### src/rtl/uart_fifo_core.sv
// uart_fifo_core: UART transceiver with TX/RX FIFOs and receive error pulses.
// Line format: start(0), DATA_BITS data bits LSB first, optional parity, and
// STOP_BITS stop bits(1).
// Ports:
//   CLK, rst_n                 clock and synchronous active-low reset
//   RX / TX                    serial line in (asynchronous) / out (idle high)
//   tx_data/tx_valid/tx_ready  write side of the TX FIFO
//   rx_data/rx_valid/rx_ready  first-word fall-through read side of the RX FIFO
//   rx_err_frame/_parity       one-cycle pulses on a discarded bad character
//   rx_overrun                 one-cycle pulse when a good character is lost
//   tx_level/rx_level          FIFO occupancy
//   tx_busy                    transmitter active or TX FIFO not empty
module uart_fifo_core #(
  parameter int FCLK_HZ    = 100_000_000,
  parameter int BAUD       = 115200,
  parameter int DATA_BITS  = 8,
  parameter int PARITY     = 0,
  parameter int STOP_BITS  = 1,
  parameter int FIFO_DEPTH = 16
) (
  input  logic                          CLK,
  input  logic                          rst_n,
  input  logic                          RX,
  output logic                          TX,
  input  logic [DATA_BITS-1:0]          tx_data,
  input  logic                          tx_valid,
  output logic                          tx_ready,
  output logic [DATA_BITS-1:0]          rx_data,
  output logic                          rx_valid,
  input  logic                          rx_ready,
  output logic                          rx_err_frame,
  output logic                          rx_err_parity,
  output logic                          rx_overrun,
  output logic [$clog2(FIFO_DEPTH):0]   tx_level,
  output logic [$clog2(FIFO_DEPTH):0]   rx_level,
  output logic                          tx_busy
);

  localparam int DIV = (FCLK_HZ + BAUD / 2) / BAUD;
  localparam int CW  = $clog2(DIV) + 1;
  localparam int AW  = $clog2(FIFO_DEPTH);
  localparam int LW  = AW + 1;
  localparam logic [CW-1:0] CNT_ZERO  = CW'(0);
  localparam logic [CW-1:0] CNT_ONE   = CW'(1);
  localparam logic [CW-1:0] DIV_LAST  = CW'(DIV - 1);
  localparam logic [CW-1:0] HALF_LAST = CW'(DIV / 2 - 1);
  localparam logic [LW-1:0] LVL_ZERO  = LW'(0);
  localparam logic [LW-1:0] LVL_ONE   = LW'(1);
  localparam logic [LW-1:0] LVL_FULL  = LW'(FIFO_DEPTH);
  localparam logic [AW-1:0] PTR_ONE   = AW'(1);
  localparam logic [3:0]    DATA_LAST = 4'(DATA_BITS - 1);
  localparam logic [3:0]    STOP_LAST = 4'(STOP_BITS - 1);
  localparam bit            HAS_PAR   = (PARITY != 0);
  localparam bit            ODD_PAR   = (PARITY == 2);

  // Parity bit to transmit (or expect) for a character.
  function automatic logic parity_bit(input logic [DATA_BITS-1:0] d);
    parity_bit = ODD_PAR ? ~(^d) : (^d);
  endfunction

  typedef enum logic [2:0] {TX_IDLE, TX_START, TX_DATA, TX_PAR, TX_STOP} tx_state_t;
  typedef enum logic [2:0] {RX_IDLE, RX_START, RX_DATA, RX_PAR, RX_STOP, RX_WAIT} rx_state_t;

  // ---------------- TX FIFO ----------------
  logic [DATA_BITS-1:0] tx_mem_r [FIFO_DEPTH];
  logic [AW-1:0]        tx_wr_r, tx_rd_r;
  logic [LW-1:0]        tx_lvl_r;
  logic                 tx_push_s, tx_pop_s;

  assign tx_push_s = tx_valid && (tx_lvl_r != LVL_FULL);

  // TX FIFO pointers and occupancy counter.
  always_ff @(posedge CLK) begin
    if (!rst_n) begin
      tx_wr_r  <= {AW{1'b0}};
      tx_rd_r  <= {AW{1'b0}};
      tx_lvl_r <= LVL_ZERO;
    end else begin
      if (tx_push_s) tx_wr_r <= tx_wr_r + PTR_ONE;
      if (tx_pop_s)  tx_rd_r <= tx_rd_r + PTR_ONE;
      case ({tx_push_s, tx_pop_s})
        2'b10:   tx_lvl_r <= tx_lvl_r + LVL_ONE;
        2'b01:   tx_lvl_r <= tx_lvl_r - LVL_ONE;
        default: tx_lvl_r <= tx_lvl_r;
      endcase
    end
  end

  // TX FIFO storage.
  always_ff @(posedge CLK) begin
    if (tx_push_s) tx_mem_r[tx_wr_r] <= tx_data;
  end

  // ---------------- Transmitter ----------------
  tx_state_t            tx_state_r, tx_state_nxt_s;
  logic [CW-1:0]        tx_cnt_r, tx_cnt_nxt_s;
  logic [3:0]           tx_idx_r, tx_idx_nxt_s;
  logic [DATA_BITS-1:0] tx_sh_r, tx_sh_nxt_s;
  logic                 tx_par_r, tx_par_nxt_s;
  logic                 tx_line_r, tx_line_s;
  logic                 tx_end_s;

  // Transmitter next state; a pop at the end of STOP starts the next frame with no gap.
  always_comb begin
    tx_state_nxt_s = tx_state_r;
    tx_cnt_nxt_s   = tx_cnt_r + CNT_ONE;
    tx_idx_nxt_s   = tx_idx_r;
    tx_sh_nxt_s    = tx_sh_r;
    tx_par_nxt_s   = tx_par_r;
    tx_pop_s       = 1'b0;
    tx_line_s      = 1'b1;
    tx_end_s       = (tx_cnt_r == DIV_LAST);
    if (tx_end_s) begin
      tx_cnt_nxt_s = CNT_ZERO;
    end else begin
      tx_cnt_nxt_s = tx_cnt_r + CNT_ONE;
    end
    case (tx_state_r)
      TX_IDLE: begin
        tx_cnt_nxt_s = CNT_ZERO;
        tx_pop_s     = (tx_lvl_r != LVL_ZERO);
      end
      TX_START: begin
        tx_line_s = 1'b0;
        if (tx_end_s) begin
          tx_state_nxt_s = TX_DATA;
          tx_idx_nxt_s   = 4'd0;
        end else begin
          tx_state_nxt_s = TX_START;
        end
      end
      TX_DATA: begin
        tx_line_s = tx_sh_r[0];
        if (tx_end_s) begin
          tx_sh_nxt_s = tx_sh_r >> 1;
          if (tx_idx_r == DATA_LAST) begin
            tx_idx_nxt_s   = 4'd0;
            tx_state_nxt_s = HAS_PAR ? TX_PAR : TX_STOP;
          end else begin
            tx_idx_nxt_s = tx_idx_r + 4'd1;
          end
        end else begin
          tx_state_nxt_s = TX_DATA;
        end
      end
      TX_PAR: begin
        tx_line_s = tx_par_r;
        if (tx_end_s) begin
          tx_state_nxt_s = TX_STOP;
          tx_idx_nxt_s   = 4'd0;
        end else begin
          tx_state_nxt_s = TX_PAR;
        end
      end
      TX_STOP: begin
        tx_line_s = 1'b1;
        if (tx_end_s && (tx_idx_r == STOP_LAST)) begin
          tx_pop_s       = (tx_lvl_r != LVL_ZERO);
          tx_state_nxt_s = TX_IDLE;
        end else if (tx_end_s) begin
          tx_idx_nxt_s = tx_idx_r + 4'd1;
        end else begin
          tx_state_nxt_s = TX_STOP;
        end
      end
      default: begin
        tx_state_nxt_s = TX_IDLE;
      end
    endcase
    if (tx_pop_s) begin
      tx_state_nxt_s = TX_START;
      tx_cnt_nxt_s   = CNT_ZERO;
      tx_idx_nxt_s   = 4'd0;
      tx_sh_nxt_s    = tx_mem_r[tx_rd_r];
      tx_par_nxt_s   = parity_bit(tx_mem_r[tx_rd_r]);
    end else begin
      tx_par_nxt_s = tx_par_nxt_s;
    end
  end

  // Transmitter registers; the line register follows the state one cycle later.
  always_ff @(posedge CLK) begin
    if (!rst_n) begin
      tx_state_r <= TX_IDLE;
      tx_cnt_r   <= CNT_ZERO;
      tx_idx_r   <= 4'd0;
      tx_sh_r    <= {DATA_BITS{1'b0}};
      tx_par_r   <= 1'b0;
      tx_line_r  <= 1'b1;
    end else begin
      tx_state_r <= tx_state_nxt_s;
      tx_cnt_r   <= tx_cnt_nxt_s;
      tx_idx_r   <= tx_idx_nxt_s;
      tx_sh_r    <= tx_sh_nxt_s;
      tx_par_r   <= tx_par_nxt_s;
      tx_line_r  <= tx_line_s;
    end
  end

  assign TX       = tx_line_r;
  assign tx_ready = (tx_lvl_r != LVL_FULL);
  assign tx_level = tx_lvl_r;
  assign tx_busy  = (tx_state_r != TX_IDLE) || (tx_lvl_r != LVL_ZERO);

  // ---------------- Receiver ----------------
  logic                 rx_meta_r, rx_sync_r, rx_prev_r;
  rx_state_t            rx_state_r, rx_state_nxt_s;
  logic [CW-1:0]        rx_cnt_r, rx_cnt_nxt_s;
  logic [3:0]           rx_idx_r, rx_idx_nxt_s;
  logic [DATA_BITS-1:0] rx_sh_r, rx_sh_nxt_s;
  logic                 rx_perr_r, rx_perr_nxt_s;
  logic                 rx_ferr_r, rx_ferr_nxt_s;
  logic                 rx_done_r, rx_done_nxt_s;
  logic                 rx_smp_s;

  // Receiver next state; rx_done marks the cycle after the last stop sample.
  always_comb begin
    rx_state_nxt_s = rx_state_r;
    rx_cnt_nxt_s   = rx_cnt_r + CNT_ONE;
    rx_idx_nxt_s   = rx_idx_r;
    rx_sh_nxt_s    = rx_sh_r;
    rx_perr_nxt_s  = rx_perr_r;
    rx_ferr_nxt_s  = rx_ferr_r;
    rx_done_nxt_s  = 1'b0;
    rx_smp_s       = (rx_cnt_r == DIV_LAST);
    if (rx_smp_s) begin
      rx_cnt_nxt_s = CNT_ZERO;
    end else begin
      rx_cnt_nxt_s = rx_cnt_r + CNT_ONE;
    end
    case (rx_state_r)
      RX_IDLE: begin
        rx_cnt_nxt_s = CNT_ZERO;
        if (rx_prev_r && !rx_sync_r) begin
          rx_state_nxt_s = RX_START;
          rx_perr_nxt_s  = 1'b0;
          rx_ferr_nxt_s  = 1'b0;
        end else begin
          rx_state_nxt_s = RX_IDLE;
        end
      end
      RX_START: begin
        if (rx_cnt_r == HALF_LAST) begin
          rx_cnt_nxt_s   = CNT_ZERO;
          rx_idx_nxt_s   = 4'd0;
          rx_state_nxt_s = rx_sync_r ? RX_IDLE : RX_DATA;
        end else begin
          rx_cnt_nxt_s = rx_cnt_r + CNT_ONE;
        end
      end
      RX_DATA: begin
        if (rx_smp_s) begin
          rx_sh_nxt_s = {rx_sync_r, rx_sh_r[DATA_BITS-1:1]};
          if (rx_idx_r == DATA_LAST) begin
            rx_idx_nxt_s   = 4'd0;
            rx_state_nxt_s = HAS_PAR ? RX_PAR : RX_STOP;
          end else begin
            rx_idx_nxt_s = rx_idx_r + 4'd1;
          end
        end else begin
          rx_state_nxt_s = RX_DATA;
        end
      end
      RX_PAR: begin
        if (rx_smp_s) begin
          rx_perr_nxt_s  = rx_sync_r ^ parity_bit(rx_sh_r);
          rx_idx_nxt_s   = 4'd0;
          rx_state_nxt_s = RX_STOP;
        end else begin
          rx_state_nxt_s = RX_PAR;
        end
      end
      RX_STOP: begin
        if (rx_smp_s) begin
          rx_ferr_nxt_s = rx_ferr_r | ~rx_sync_r;
          if (rx_idx_r == STOP_LAST) begin
            rx_done_nxt_s  = 1'b1;
            rx_state_nxt_s = rx_ferr_nxt_s ? RX_WAIT : RX_IDLE;
          end else begin
            rx_idx_nxt_s = rx_idx_r + 4'd1;
          end
        end else begin
          rx_state_nxt_s = RX_STOP;
        end
      end
      RX_WAIT: begin
        rx_cnt_nxt_s   = CNT_ZERO;
        rx_state_nxt_s = rx_sync_r ? RX_IDLE : RX_WAIT;
      end
      default: begin
        rx_state_nxt_s = RX_IDLE;
      end
    endcase
  end

  // Synchroniser, edge history and receiver registers.
  always_ff @(posedge CLK) begin
    if (!rst_n) begin
      rx_meta_r  <= 1'b1;
      rx_sync_r  <= 1'b1;
      rx_prev_r  <= 1'b1;
      rx_state_r <= RX_IDLE;
      rx_cnt_r   <= CNT_ZERO;
      rx_idx_r   <= 4'd0;
      rx_sh_r    <= {DATA_BITS{1'b0}};
      rx_perr_r  <= 1'b0;
      rx_ferr_r  <= 1'b0;
      rx_done_r  <= 1'b0;
    end else begin
      rx_meta_r  <= RX;
      rx_sync_r  <= rx_meta_r;
      rx_prev_r  <= rx_sync_r;
      rx_state_r <= rx_state_nxt_s;
      rx_cnt_r   <= rx_cnt_nxt_s;
      rx_idx_r   <= rx_idx_nxt_s;
      rx_sh_r    <= rx_sh_nxt_s;
      rx_perr_r  <= rx_perr_nxt_s;
      rx_ferr_r  <= rx_ferr_nxt_s;
      rx_done_r  <= rx_done_nxt_s;
    end
  end

  // ---------------- RX FIFO and error pulses ----------------
  logic [DATA_BITS-1:0] rx_mem_r [FIFO_DEPTH];
  logic [AW-1:0]        rx_wr_r, rx_rd_r;
  logic [LW-1:0]        rx_lvl_r;
  logic                 rx_push_s, rx_pop_s, rx_good_s, rx_full_s;
  logic                 rx_fe_r, rx_pe_r, rx_ov_r;

  assign rx_full_s = (rx_lvl_r == LVL_FULL);
  assign rx_pop_s  = rx_ready && (rx_lvl_r != LVL_ZERO);
  assign rx_good_s = rx_done_r && !rx_perr_r && !rx_ferr_r;
  // A full FIFO still accepts the character when a pop frees a slot this cycle.
  assign rx_push_s = rx_good_s && (!rx_full_s || rx_pop_s);

  // RX FIFO pointers, occupancy and error pulse registers.
  always_ff @(posedge CLK) begin
    if (!rst_n) begin
      rx_wr_r  <= {AW{1'b0}};
      rx_rd_r  <= {AW{1'b0}};
      rx_lvl_r <= LVL_ZERO;
      rx_fe_r  <= 1'b0;
      rx_pe_r  <= 1'b0;
      rx_ov_r  <= 1'b0;
    end else begin
      if (rx_push_s) rx_wr_r <= rx_wr_r + PTR_ONE;
      if (rx_pop_s)  rx_rd_r <= rx_rd_r + PTR_ONE;
      case ({rx_push_s, rx_pop_s})
        2'b10:   rx_lvl_r <= rx_lvl_r + LVL_ONE;
        2'b01:   rx_lvl_r <= rx_lvl_r - LVL_ONE;
        default: rx_lvl_r <= rx_lvl_r;
      endcase
      rx_fe_r <= rx_done_r && rx_ferr_r;
      rx_pe_r <= rx_done_r && rx_perr_r;
      rx_ov_r <= rx_good_s && rx_full_s && !rx_pop_s;
    end
  end

  // RX FIFO storage.
  always_ff @(posedge CLK) begin
    if (rx_push_s) rx_mem_r[rx_wr_r] <= rx_sh_r;
  end

  assign rx_data       = (rx_lvl_r != LVL_ZERO) ? rx_mem_r[rx_rd_r] : {DATA_BITS{1'b0}};
  assign rx_valid      = (rx_lvl_r != LVL_ZERO);
  assign rx_level      = rx_lvl_r;
  assign rx_err_frame  = rx_fe_r;
  assign rx_err_parity = rx_pe_r;
  assign rx_overrun    = rx_ov_r;

endmodule

### config.mk
export PLATFORM = sky130hd
export DESIGN_NAME = uart_fifo_core
export DESIGN_NICKNAME = d
export VERILOG_FILES = /design/src/rtl/uart_fifo_core.sv
export SDC_FILE = /design/constraint.sdc
export NUM_CORES = 1
export LEC_CHECK = 0
export ABC_AREA = 1
export CAP_MARGIN = 20
export CORE_MARGIN = 4
export CORE_UTILIZATION = 60
export CTS_CLUSTER_DIAMETER = 30
export CTS_CLUSTER_SIZE = 25
export DETAILED_ROUTE_END_ITERATION = 12
export GPL_TIMING_DRIVEN = 0
export PLACE_DENSITY = 0.78
export SLEW_MARGIN = 10
export SYNTH_ARGS = -nofsm -noshare
export SYNTH_HDL_FRONTEND = slang
export SYNTH_SLANG_ARGS = --single-unit
### constraint.sdc
create_clock -name CLK -period 5.34 [get_ports CLK]
set_clock_uncertainty 0.15 [all_clocks]
set_input_delay 1.068 -clock CLK [delete_from_list [all_inputs] [get_ports CLK]]
set_output_delay 1.068 -clock CLK [all_outputs]
set_load 0.01 [all_outputs]
==> results of run 1 <==
## how the worst max path moves through the flow
stage | startpoint | end | cells past startpoint
detailed placement | rx_ready | rx_level[4] | 14
CTS | register | rx_data[5] | 10
global placement | rx_ready | rx_level[4] | 14
finish | register | rx_data[5] | 10
floorplan | rx_ready | rx_level[4] | 13
global route | register | rx_data[1] | 8
## worst max-delay path, cell delays in order (launching register included)
cell and delay [ns]:
dfxtp_1 0.31, buf_2 0.19, clkinv_1 0.22, clkbuf_1 0.42, nor2_1 0.09, o22ai_1 0.32, nor2_1 0.08, nor2_1 0.14
o21ai_0 0.14, a21oi_1 0.20, clkdlybuf4s50_1 0.56
## metal layers
metal | vias to the layer above | global-route usage | wire length (um)
li1 | 5402 | - | -
met1 | 5525 | 0.338 | 14500
met2 | 697 | 0.475 | 19600
met3 | 138 | 0.0510 | 3480
met4 | 0 | 0.112 | 1480
met5 | - | 0 | 0
## cell usage in the layout, fill, tap and decap left out, types with 6 or more instances in the layout
master           count
clkbuf_1            38
nand2_1            280
o21ai_1              9
nor2_1             213
o22ai_1              9
clkbuf_16           73
a211oi_1             7
inv_6                6
clkdlybuf4s50_1     37
inv_1              154
buf_2               14
a21oi_1             56
dfxtp_1             97
o21ai_0            115
ha_1                23
nor3_1              17
xnor2_1             14
nand4_1             11
o211ai_1            11
xor2_1               9
clkinv_2             8
edfxtp_1           256
bufinv_16           10
o221ai_1            25
clkinv_1             6
inv_2               10
nand3_1            106
## final cells by class
class | count | area share
buffer | 56 | 0.0138
clock buffer | 84 | 0.105
clock inverter | 39 | 0.0284
inverter | 166 | 0.0340
multi-input combinational | 939 | 0.252
sequential | 353 | 0.525
tap | 324 | 0.0221
timing repair buffer | 37 | 0.0202
## logic make-up (layout without fill, tap and decap cells)
| group | after synthesis | count (layout) | synth area share |
|---|---|---|---|
| buffers and inverters | 222 | 382 | 0.0579 |
| adders and majority gates | 24 | 24 | 0.0203 |
| DFF | 353 | 353 | 0.636 |
| and+or+nand+nor | 647 | 647 | 0.179 |
| muxes | 1 | 1 | 0.000661 |
| xor gates and xnor gates | 23 | 23 | 0.0133 |
| AOI/OAI and AO/OA | 244 | 244 | 0.0929 |
## sequential cells by signal, indices dropped and copies added, names as in the netlist, 5 cells and up, named ones only
register / cells
rx_cnt_r: 11
rx_level: 5
rx_mem_r: 128
rx_sh_r: 8
tx_cnt_r: 11
tx_level: 5
tx_mem_r: 128
tx_sh_r: 8
## stage by stage
step	utilization	total power, uW	setup slack [ns]	hold slack (ns)	std cells
finish	0.748	10100	0.923	0.269	1998
CTS	0.748	10100	0.988	0.270	1998
floorplan	-	4750	2.36	0.243	1514
global placement	0.649	5540	1.63	0.250	1875
detailed placement	0.649	5620	1.58	0.260	1875
global route	0.748	10500	0.818	0.272	1998
## power by group through the flow
stage | Combinational [uW] | Clock (uW) | Sequential (uW)
floorplan | 1560 | 0 | 3190
global placement | 2340 | 0 | 3190
detailed placement | 2420 | 0 | 3200
CTS | 2480 | 4480 | 3150
global route | 2740 | 4640 | 3160
finish | 2520 | 4470 | 3150
==> metrics, run 1 <==
FILL cells=1616; worst hold stages=1; CTS buffer count=67; kind of critical path=register to primary output; R2R setup slack=2.19 ns; # nets final=1657; synth cell count leaders=nand2_1, edfxtp_1, nor2_1; clock-pin slew on the worst setup and hold paths=0.05 ns; row cnt=57; post-route ant nets=0; Worst Hold Path EP=rx_sync_r; Yosys top cell area share=0.508; die footprint=27800 um^2; relative slew slack=0.322; setup violators final=0; clk_lat worst skew=0.55 ns; mean post-synth cell area=10.0 um^2; fmax=about 0.23 GHz; FF+latch area=9630 um^2; via count=11800; maximum root-to-sink buffer count=3; DIE WIDTH=around 170 um; Setup Fix Bufs, Post-CTS=0; net switching power=3210 uW; register area share after synthesis=0.636; pwr dens=553 nW/um^2; DRC viols=0; VDD IR max=0.000373 V; Tcrit/Tclk final=0.827; crit path DAT=3.20 ns; clock sink count=353; # diodes=0; Pre-antenna DRT Iters=6; Area contributors post-synth=edfxtp_1, dfxtp_1, nand2_1; TritonCTS clock tree=yes; status=finished clean; post-synth top area cell=edfxtp_1; clock root buffer=clkbuf_16; Synth Register Bits=353; Switching Share=0.316; Clock Power Share=0.441; routability cong.=roughly 0.91; Comb power frac=0.248; Synth Flop Type=edfxtp_1; Syn Std Cell Area=15100 um^2; top-count cell post-synth=nand2_1; DR WL/cell=19.6 um; Synth cell types=between 40 and 50; drt total wl=roughly 39000 um; initial DRC count=1480; critical path endpoint category=primary output; Flop pwr share=0.311; largest net degree at the start of global routing=20; final hold vios=0; initial antenna violation count=0; setup TNS=0 ns; fin. max-slew vios=0; maxcap violations=0; Async SR Flop Fraction=0; Core Area=about 25000 um^2; first-pass GRT wire length=60900 um; worst reg2reg path depth=16; global-route usage over all layers=0.273; # H-tree levels=3; Via density=between 5 and 6; Reg-to-Reg Start=rx_level[0]; number of synthesized flops with an enable pin=~260; post-layout min period=4.42 ns; Slew @ Worst Pin=1.01 ns; IO Pins=38; Die Y=167 um; RSZ-0062 raised after global routing=false; Critical Path RT=4.12 ns; CP Max Fanout=10; HP Start=rx_meta_r; Pint=around 7000 uW; grt ovf=0; Detailed Place HPWL=23600 um; Post-CTS Resized=0; share of layout cells above drive strength 1=0.0932; Cells after Synth=1514; FF-to-FF End=rx_level[4]; area delta synth->final=21.2%; multi-input logic area=approximately 4600 um^2; post-route cell area=between 15000 and 20000 um^2; number of buffers inserted by hold repair at cts=0; number of I/O port buffers=37; syn_nets=between 1500 and 2000; CP startpoint kind=register; Post-Place Cell Area=15900 um^2; worst hold-check path type=register to register; Ys Warns=0; Initial Util=0.617; leakage=0.00725 uW; vias in the first global route=11700
No activity file was read; power rests on OpenSTA's default activity.
==> run 2: changes to the inputs <==
- clock period: 5.34 -> 4.1 ns (I/O delays scaled with it)
==> run 2 against run 1 <==
The run now ends with setup timing left. Sequential power rose by 30%. Final cell count did not move. Worst hold slack barely moved. Critical endpoint is now rx_data[4]. Highest routed layer unchanged.
==> metrics, run 2 (synthesized netlist as in run 1, its figures left out) <==
# nets final=1657 (unchanged); TritonCTS clock tree=yes; Overall Power=13200 uW (+30%); worst path bufs/invs=4 (unchanged); initial DRC count=1521 (+2.8%); via count=11900 (+1.2%); status=finished, violations left; # diodes=0 (unchanged); clock root buffer=clkbuf_16; maximum root-to-sink buffer count=3 (unchanged); leakage=0.00726 uW (+0.15%); Core Area=24500 um^2 (unchanged); violated checks=setup timing; DRC viols=0 (unchanged); area delta synth->final=21.3% (about the same); share of layout cells above drive strength 1=0.0956 (+0.00239); Setup Fix Bufs, Post-CTS=0 (unchanged); setup ws final=-0.0192 ns (-0.942 ns); setup violators final=1 (+1); placed cells=1875 (unchanged); post-layout min period=slightly above 4 ns; Via density=5.96 (+1.2%); worst slack, placed=0.593 ns (-0.992 ns); clock-pin slew on the worst setup and hold paths=0.05 ns (about the same); IO Pins=38 (unchanged); pwr dens=720 nW/um^2 (+30%); maxcap violations=0 (unchanged); CP startpoint kind=register; most frequent cells in the layout=nand2_1, edfxtp_1, nor2_1; DIE WIDTH=167 um (unchanged); clock sink count=353 (unchanged); DR WL/cell=19.6 um (about the same); worst hold-check path type=register to register; grt ovf=0 (unchanged); crit path DAT=3.15 ns (-0.05 ns); kind of critical path=register to primary output; number of I/O port buffers=37 (unchanged); Critical Path RT=3.13 ns (-0.99 ns); Top delay family on crit path=buffers and inverters; commonest non-fill, non-tap cell in the layout=nand2_1; global-route usage over all layers=0.273 (unchanged); biggest regs=rx_mem_r x128, tx_mem_r x128; initial antenna violation count=0 (unchanged); fmax=0.243 GHz; clk_lat worst skew=0.56 ns (about the same); first-pass GRT wire length=60900 um (unchanged); CP Max Fanout=10 (unchanged); Initial Util=0.617 (unchanged); VDD IR max=0.000488 V (+31%); Die Y=167 um (unchanged); crit path max-delay cell type=clkdlybuf4s50_1; Detailed Place HPWL=23600 um (unchanged); # H-tree levels=3 (unchanged); CTS buffer count=67 (unchanged); relative slew slack=0.313 (-0.00853); Slew @ Worst Pin=1.03 ns (+0.0127 ns); Tcrit/Tclk final=1.00; largest net degree at the start of global routing=20 (unchanged); row cnt=57 (unchanged); RSZ-0062 raised after global routing=true; die footprint=27800 um^2 (unchanged); Post-Place Cell Area=15900 um^2 (unchanged); post-route cell area=18400 um^2 (about the same); Layout Cells excl Fill=1998 (unchanged); critical path endpoint category=primary output; post-route ant nets=0 (unchanged); vias in the first global route=11700 (unchanged); Pre-antenna DRT Iters=7 (+1); Crit path largest cell delay=0.56 ns (about the same); routability cong.=0.906 (unchanged); fin. max-slew vios=0 (unchanged); critical-path cell list=buf_2 -> clkinv_1 -> clkbuf_1 -> nor2_1 -> o221ai_1 -> nand3_1 -> a21oi_1 -> clkdlybuf4s50_1; drt total wl=39100 um (about the same); final hold vios=0 (unchanged)
-- run 2: area by class of cell --
type	instances	area, um^2
flip-flops and latches	353	9630
fillers	1615	6180
multi-input cells	939	4630
clock buffers	84	1920
inverters	166	623
clock inverters	39	520
well taps	324	405
repair buffers	37	370
plain buffers	56	259
-- run 2: final timing paths --
check	start	end	slack (ns)	cells after the start
setup / recovery	register	rx_data[4]	-0.02	8
hold / removal	rx_meta_r	rx_sync_r	0.27	1
setup reg to reg	rx_level[0]	rx_level[4]	0.95	16
hold reg to reg	rx_meta_r	rx_sync_r	0.27	1
-- run 2: stage by stage --
stage	hold WS, ns	util	TNS [ns]
floorplan	0.243	-	0
global placement	0.250	0.649	0
detailed placement	0.260	0.649	0
CTS	0.270	0.748	0
global route	0.272	0.748	-0.0379
finish	0.269	0.748	-0.0192
-- run 2: metal layers --
metal,vias up,share of wire,global-route usage
met4,0,0.038,0.112
met1,5630,0.37,0.338
met5,-,0,0
met2,730,0.50,0.475
met3,145,0.088,0.0510
li1,5400,-,-
-- run 2: power breakdown --
part,internal (uW),switching (uW)
Clock,3970,1850
Sequential,3980,126
Combinational,1080,2200
-- run 2: worst register-to-register path, cell delays in order (launching register included) --
cell and delay [ns]:
dfxtp_1 0.33, inv_1 0.12, nand4_1 0.16, nor2_2 0.38, inv_1 0.11, nand2_1 0.12, clkinv_1 0.20, ha_1 0.32
ha_1 0.34, nand2_1 0.08, nand2_1 0.05, a31oi_1 0.17, inv_1 0.07, o21ai_0 0.15, a21oi_1 0.07, o21ai_0 0.16
a21oi_1 0.05
-- run 2: repair_timing --
action | CTS | global route
setup endpoints to repair | 1 | 5
resized for setup | 1 | 5
hold buffers | 0 | 0
